## src/rtl/ppe_pkg.sv

```systemverilog
// ppe_pkg
// Shared definitions for the 512-wide circular priority encoder.
//   WIDTH     : request vector width
//   IDX_W     : index width, log2(WIDTH)
//   NUM_SEGS  : number of segments each priority encoder is split into
//   idx_t     : request index type
package ppe_pkg;
    localparam int WIDTH    = 512;
    localparam int IDX_W    = 9;
    localparam int NUM_SEGS = 8;

    typedef logic [IDX_W-1:0] idx_t;
endpackage

```

## src/rtl/ppe_w512_p_simple_pe.sv

```systemverilog
// simple_pe
// Lowest-set-bit priority encoder, split into NUM_SEGS equal segments.
// Each segment is encoded in parallel and the results are registered; a
// combinational segment-select stage then picks the lowest non-empty segment.
// Ports:
//   clk    : clock
//   rst    : asynchronous active-low reset, clears the segment registers
//   vec    : W-bit input vector
//   index  : index of the lowest set bit (0 when none), one cycle after vec
//   any    : high when vec had at least one bit set, one cycle after vec
module simple_pe
    import ppe_pkg::*;
#(
    parameter int W    = 512,
    parameter int SEGS = NUM_SEGS
) (
    input  logic                 clk,
    input  logic                 rst,
    input  logic [W-1:0]         vec,
    output logic [$clog2(W)-1:0] index,
    output logic                 any
);
    localparam int SEG_W  = W / SEGS;
    localparam int SEG_IW = $clog2(SEG_W);
    localparam int SEL_W  = $clog2(SEGS);
    localparam int IW     = $clog2(W);

    logic [SEG_IW-1:0] seg_idx_next [SEGS];
    logic [SEG_IW-1:0] seg_idx_reg  [SEGS];
    logic [SEGS-1:0]   seg_any_next;
    logic [SEGS-1:0]   seg_any_reg;

    genvar gi;
    generate
        for (gi = 0; gi < SEGS; gi++) begin : g_seg
            // Scan downward so the last hit written is the lowest set bit.
            always_comb begin
                seg_idx_next[gi] = '0;
                for (int b = SEG_W - 1; b >= 0; b--) begin
                    if (vec[gi*SEG_W + b]) begin
                        seg_idx_next[gi] = SEG_IW'(b);
                    end
                end
            end

            assign seg_any_next[gi] = |vec[gi*SEG_W +: SEG_W];

            always_ff @(posedge clk or negedge rst) begin
                if (!rst) begin
                    seg_idx_reg[gi] <= '0;
                    seg_any_reg[gi] <= 1'b0;
                end else begin
                    seg_idx_reg[gi] <= seg_idx_next[gi];
                    seg_any_reg[gi] <= seg_any_next[gi];
                end
            end
        end
    endgenerate

    // Segment select: lowest non-empty segment supplies the upper index bits.
    always_comb begin
        index = '0;
        for (int s = SEGS - 1; s >= 0; s--) begin
            if (seg_any_reg[s]) begin
                index = IW'({SEL_W'(s), seg_idx_reg[s]});
            end
        end
    end

    assign any = |seg_any_reg;
endmodule

```

## src/rtl/ppe_w512_p.sv

```systemverilog
// ppe_w512_p
// Circular (round-robin style) priority encoder over a 512-bit request
// vector. Grants the lowest set index at or above P_enc, wrapping to the
// lowest set index overall when nothing is set at or above it.
// Two-stage pipeline, one result per cycle:
//   stage 1 : mask generation and per-segment encodes (inside simple_pe)
//   stage 2 : masked/unmasked select, increment and valid
// Ports:
//   clk         : clock
//   rst         : asynchronous active-low reset
//   Req         : request bitmap
//   P_enc       : index holding highest priority
//   o_value     : granted index (0 when no request)
//   o_value_inc : (o_value + 1) mod WIDTH (0 when no request)
//   valid       : at least one request bit was set
module ppe_w512_p #(
    parameter int WIDTH = ppe_pkg::WIDTH,
    parameter int IDX_W = ppe_pkg::IDX_W
) (
    input  logic             clk,
    input  logic             rst,
    input  logic [WIDTH-1:0] Req,
    input  logic [IDX_W-1:0] P_enc,
    output logic [IDX_W-1:0] o_value,
    output logic [IDX_W-1:0] o_value_inc,
    output logic             valid
);
    import ppe_pkg::*;

    logic [WIDTH-1:0] mask;
    logic [WIDTH-1:0] req_masked;
    idx_t             masked_idx;
    idx_t             unmasked_idx;
    logic             masked_any;
    logic             unmasked_any;

    logic [IDX_W-1:0] value_next;
    logic [IDX_W-1:0] value_inc_next;
    logic [IDX_W-1:0] value_reg;
    logic [IDX_W-1:0] value_inc_reg;
    logic             valid_reg;

    // Keep only requests at indices >= P_enc.
    assign mask       = {WIDTH{1'b1}} << P_enc;
    assign req_masked = Req & mask;

    simple_pe #(.W(WIDTH)) u_pe_masked (
        .clk   (clk),
        .rst   (rst),
        .vec   (req_masked),
        .index (masked_idx),
        .any   (masked_any)
    );

    simple_pe #(.W(WIDTH)) u_pe_unmasked (
        .clk   (clk),
        .rst   (rst),
        .vec   (Req),
        .index (unmasked_idx),
        .any   (unmasked_any)
    );

    // Masked hit wins; otherwise wrap to the lowest request overall. The
    // unmasked encoder's "any" doubles as valid since it sees every bit.
    always_comb begin
        value_next     = '0;
        value_inc_next = '0;
        if (unmasked_any) begin
            value_next     = masked_any ? masked_idx : unmasked_idx;
            value_inc_next = value_next + IDX_W'(1);
        end
    end

    always_ff @(posedge clk or negedge rst) begin
        if (!rst) begin
            value_reg     <= '0;
            value_inc_reg <= '0;
            valid_reg     <= 1'b0;
        end else begin
            value_reg     <= value_next;
            value_inc_reg <= value_inc_next;
            valid_reg     <= unmasked_any;
        end
    end

    assign o_value     = value_reg;
    assign o_value_inc = value_inc_reg;
    assign valid       = valid_reg;
endmodule

```

## config.mk

```make
export PLATFORM = sky130hd
export DESIGN_NAME = ppe_w512_p
export DESIGN_NICKNAME = d
export VERILOG_FILES = /design/src/rtl/ppe_pkg.sv /design/src/rtl/ppe_w512_p_simple_pe.sv /design/src/rtl/ppe_w512_p.sv
export SDC_FILE = /design/constraint.sdc
export NUM_CORES = 2
export LEC_CHECK = 0
export ABC_AREA = 1
export BUFFER_PORTS_ARGS = -buffer_cell sky130_fd_sc_hd__buf_2
export CAP_MARGIN = 5
export CORE_AREA = 2 2 210 212
export CTS_CLUSTER_SIZE = 20
export DETAILED_ROUTE_END_ITERATION = 12
export DIE_AREA = 0 0 212 214
export PLACE_DENSITY = 0.79
export SLEW_MARGIN = 10
export SYNTH_ARGS = -nofsm -noshare
export SYNTH_HDL_FRONTEND = slang
export SYNTH_SLANG_ARGS = --single-unit
export TNS_END_PERCENT = 100
```

## constraint.sdc

```tcl
create_clock -name clk -period 2.8 [get_ports clk]
set_input_delay 0.14 -clock clk [delete_from_list [all_inputs] [get_ports clk]]
set_output_delay 0.14 -clock clk [all_outputs]
set_load 0.1 [all_outputs]
```

==> run metrics, run 1 <==
GR repair worst EP=u_pe_masked.seg_idx_reg[24]$_DFF_PN0_/D; synthesized cell area=0.02177 mm²; synth top area cells=nand2_1 (28%), dfrtp_1 (15%), nor2_1 (14%); Yosys cell types=44; largest net degree at the start of global routing=93; post-synth top area cell=nand2_1; synthesis-stage register bit count=131; I/O pin cnt=542; cell count after synthesis=4477; die height=214 µm; Total GRT Usage=0.7707; Max clock buf depth=2; Worst EP kind=register input; root buffer cell=clkbuf_16; final RePlAce weighted congestion=1.159; overall die width=212 µm; htree depth=4; CTS Sinks=131; Core Rows=76; Ys Warns=0; Last stage=global routing (5_1_grt); status=stopped before the end; Synth Net Count=5001; overflow left after global routing=67; stop err=[ERROR GRT-0232] Routing congestion too high. Check the congestion heatmap in the GUI.; share of the synthesized area in the top cell type=0.2786; sequential share of the synthesized area=0.1505; syn avg cell area=4.864 µm²; starting density of the core=0.5077; DP HPWL=107.9 mm; placed insts=6463; Port Buf Inserts=541; Inserted Clock Buffers=17
[cell families after synthesis]
kind of cell               share of synthesized area
AOI/OAI and AO/OA                             0.2031
adders and majority gates                  0.0005745
and+or+nand+nor                               0.5208
buffers and inverters                         0.1249
DFF                                           0.1505
[metal layers]
metal | track usage | GRT overflow
met5 | 0.4364 | 0
met4 | 0.7094 | 30
met3 | 0.6542 | 1
met2 | 0.8974 | 32
met1 | 0.7894 | 4
[through the flow]
step | cell area [µm²] | utilization | setup slack [ns]
floorplan | 22300 | - | -0.9530
global placement | 32290 | 0.7530 | -1.774
detailed placement | 32290 | 0.7530 | -1.807
CTS | 34590 | 0.8065 | -1.109
[Yosys cell counts (all sizes together)]
cell / instances
o31ai: 15
o21ai: 408
nand4: 21
o22ai: 7
clkbuf: 55
dfrtp: 131
o2111ai: 4
a21oi: 164
ha: 1
buf: 50
a311oi: 12
o221ai: 1
o21a: 1
a221oi: 4
nor3: 61
a211oi: 12
and2: 2
inv: 600
nor4: 34
a22oi: 7
a21boi: 21
nand2: 1619
a21o: 2
nand3: 277
o21bai: 39
o211ai: 23
a32o: 1
o311ai: 6
a41oi: 1
nor2: 844
a31oi: 54
[repair_timing]
item                       in CTS
gates cloned                    0
pin swaps                     181
hold buffers                   17
setup endpoints to repair      47
gates resized for setup       293
hold endpoints to repair      145
buffers inserted              100
==> run 2, diff against run 1 <==
--- a/config.mk
+++ b/config.mk
@@ -8,11 +8,10 @@
 export ABC_AREA = 1
 export BUFFER_PORTS_ARGS = -buffer_cell sky130_fd_sc_hd__buf_2
 export CAP_MARGIN = 5
-export CORE_AREA = 2 2 210 212
-export CTS_CLUSTER_SIZE = 20
+export CORE_AREA = 2 2 237 239
 export DETAILED_ROUTE_END_ITERATION = 12
-export DIE_AREA = 0 0 212 214
-export PLACE_DENSITY = 0.79
+export DIE_AREA = 0 0 239 241
+export PLACE_DENSITY_LB_ADDON = 0.15
 export SLEW_MARGIN = 10
 export SYNTH_ARGS = -nofsm -noshare
 export SYNTH_HDL_FRONTEND = slang
==> constraint.sdc (replaced) <==
create_clock -name clk -period 3.6 [get_ports clk]
set_input_delay 0.18 -clock clk [delete_from_list [all_inputs] [get_ports clk]]
set_output_delay 0.18 -clock clk [all_outputs]
set_load 0.1 [all_outputs]
==> run metrics, run 2 <==
Worst Setup Path Type=input port to flip-flop; Reg clk slew, reported paths=0.06 ns; core area=0.05488 mm²; via-per-instance ratio=5.471; most frequent cells in the layout=nand2_1 (1530), buf_4 (813), nor2_1 (805), inv_1 (576), buf_2 (522); footprint of the multi-input gates=0.01652 mm²; Tot Pwr=0.008156 W; sequential cell area=0.003278 mm²; leakage=18.78 nW; critical path capture point type=flip-flop; Area Overhead vs Synth=52.73%; DP HPWL=120.7 mm; overflow left after global routing=0; complex-gate fraction of the synthesized area=0.2031; DR WL/cell=21.44 µm; post-synth top area cell=nand2_1; Sw Ratio=0.4517; die height=241 µm; main combinational cell family by area after synthesis=simple AND/OR/NAND/NOR gates; PwrDens=245.2 mW/mm²; Die Footprint=0.05760 mm²; crit path DAT=4.74 ns; Total GRT Usage=0.4687; root buffer cell=clkbuf_16; Final Hold Violating Endpoints=0; synthesis-stage register bit count=131; Inserted Clock Buffers=17; Ys Warns=0; via count=35.72k; final antenna-violating net count=0; Final period util=1.236; cell mode on critical path=nand2_1; Worst Path Max Fanout=4; first-pass GRT wire length=199.1 mm; status=finished, violations left; detailed-route wire length=140.0 mm; XOR/XNOR Fraction of Synth Area=0; first drt pass iteration count=6; starting density of the core=0.3968; Synth Net Count=5001; Max clock buf depth=2; placed cell areas=0.03113 mm²; initial DRC count=4441; post-synthesis mux area share=0; I/O pin cnt=542; Slew HR=0.1861; hold_ws=0.01940 ns; Setup WS pre-CTS=-1.336 ns; overall die width=239 µm; worst vdd ir=0.4618 mV; CTS Sinks=131; largest net degree at the start of global routing=121; CP Data Required Time=3.89 ns; antenna violations before repair=26; synthesized cell area=0.02177 mm²; share of post-route cells with drive strength above 1=0.2829; area fraction in and, or, nand and nor cells after synthesis=0.5208; Clock Skews=0.008230 ns; commonest non-fill, non-tap cell in the layout=nand2_1; adder-cell share of the synthesized area=0.0005746; Yosys cell types=44; filler instances=5844; Net Sw Power=0.003684 W; crit-path max cell delay=0.24 ns; nets=6313; Comb pwr share=0.573; Setup Viol. Count Final=20; min-delay worst type=input port to flip-flop; failing checks=negative setup slack; FMAX=224.8 MHz; number of global-route vias before repair=32.91k; synth top area cells=nand2_1 (28%), dfrtp_1 (15%), nor2_1 (14%); Critical Path Start Type=input port; DRC viols=0; CTS tree=done; share of the synthesized area in the top cell type=0.2786; Post-synth ARST share=1.000; sequential share of power=0.202; min cycle time layout=4.449 ns; Clock Latency Late Sink=0.41 ns; Core Rows=86; top_reg_cell synth=dfrtp_1; EDFF count, synth=0; final RePlAce weighted congestion=1.139; setup repair after global routing missed its margin=yes; syn avg cell area=4.864 µm²; placed insts=6418; worst setup margin=-0.8485 ns; max_cap viols=0; max-slew violation count=0; most numerous cell in the Yosys netlist=nand2_1; Port Buf Inserts=541; final cell count without fillers=6530; measured slew at the worst slew-check pin=1.202 ns; cell area after layout=0.03326 mm²; Int Power=0.004472 W; cell count after synthesis=4477; sequential share of the synthesized area=0.1505; synth cell count leaders=nand2_1 (1616), nor2_1 (840), inv_1 (596); htree depth=4; Critical Path Slowest Stage Cell=nor2_4; Clock power frac=0.225
## run 2: cell counts after synthesis
Identical to the previous run, type by type.
## run 2: logic make-up (layout without fill, tap and decap cells)
logic type,Yosys count,count (layout)
AND/OR/NAND/NOR,2858,2858
other,0,25
adder cells (fa/ha/maj),1,1
AO/OA/AOI/OAI,782,782
flip-flops,131,131
buffers and inverters,705,2029
## run 2: path summary, 6_finish.rpt
path	slack (ns)	start	cells after the start	end
worst min register to register	0.75	u_pe_masked.seg_idx_reg[42]$_DFF_PN0_	4	o_value[0]$_DFF_PN0_
worst max register to register	0.27	u_pe_masked.seg_any_reg[6]$_DFF_PN0_	18	o_value_inc[8]$_DFF_PN0_
min in group asynchronous	0.49	rst	2	u_pe_unmasked.seg_idx_reg[45]$_DFF_PN0_
worst min-delay path	0.02	Req[129]	2	u_pe_unmasked.seg_idx_reg[31]$_DFF_PN0_
max in group asynchronous	2.13	rst	3	u_pe_masked.seg_idx_reg[37]$_DFF_PN0_
worst max-delay path	-0.85	P_enc[6]	71	u_pe_masked.seg_idx_reg[42]$_DFF_PN0_
## run 2: timing repair
action | in CTS | in global routing
setup buffers | 38 | 25
setup endpoints to repair | 20 | 26
hold buffers | 5 | 1
pin swaps | 107 | 169
resized for setup | 213 | 137
hold endpoints to repair | 81 | 1
## run 2: layer usage
layer  wire length, µm  track usage
met4              9411       0.2653
met1             53440       0.5865
met5                28            0
met2             60760       0.7507
met3             16380      0.09688
## run 2: power by group through the flow
stage	Combinational [W]	Sequential (W)	Clock (W)
6_report	0.00467	0.00165	0.00184
5_1_grt	0.00498	0.00166	0.00190
4_1_cts	0.00443	0.00165	0.00183
3_5_place_dp	0.00427	0.00167	0
3_3_place_gp	0.00426	0.00167	0
2_1_floorplan	0.00176	0.00204	0
## run 2: worst max-delay path: cells and delay by family
family	cells	cell delay, ns
AND/OR/NAND/NOR	65	3.90
AO/OA/AOI/OAI	1	0.06
buffers and inverters	5	0.61
## run 2: stage by stage
stage | setup TNS, ns | util
global placement | -19.18 | 0.5672
floorplan | -0.8324 | -
detailed placement | -19.43 | 0.5672
global route | -17.11 | 0.6057
CTS | -5.589 | 0.5954
finish | -7.346 | 0.6060
## run 2: final cells by class
type	instances	share of cell area
multi-input cells	3641	0.4969
repair buffers	1398	0.2880
flip-flops and latches	131	0.09857
inverters	600	0.06926
well taps	704	0.02649
clock buffers	17	0.01279
clock inverters	14	0.006132
diodes	25	0.001881
No activity file was read; power rests on OpenSTA's default activity.
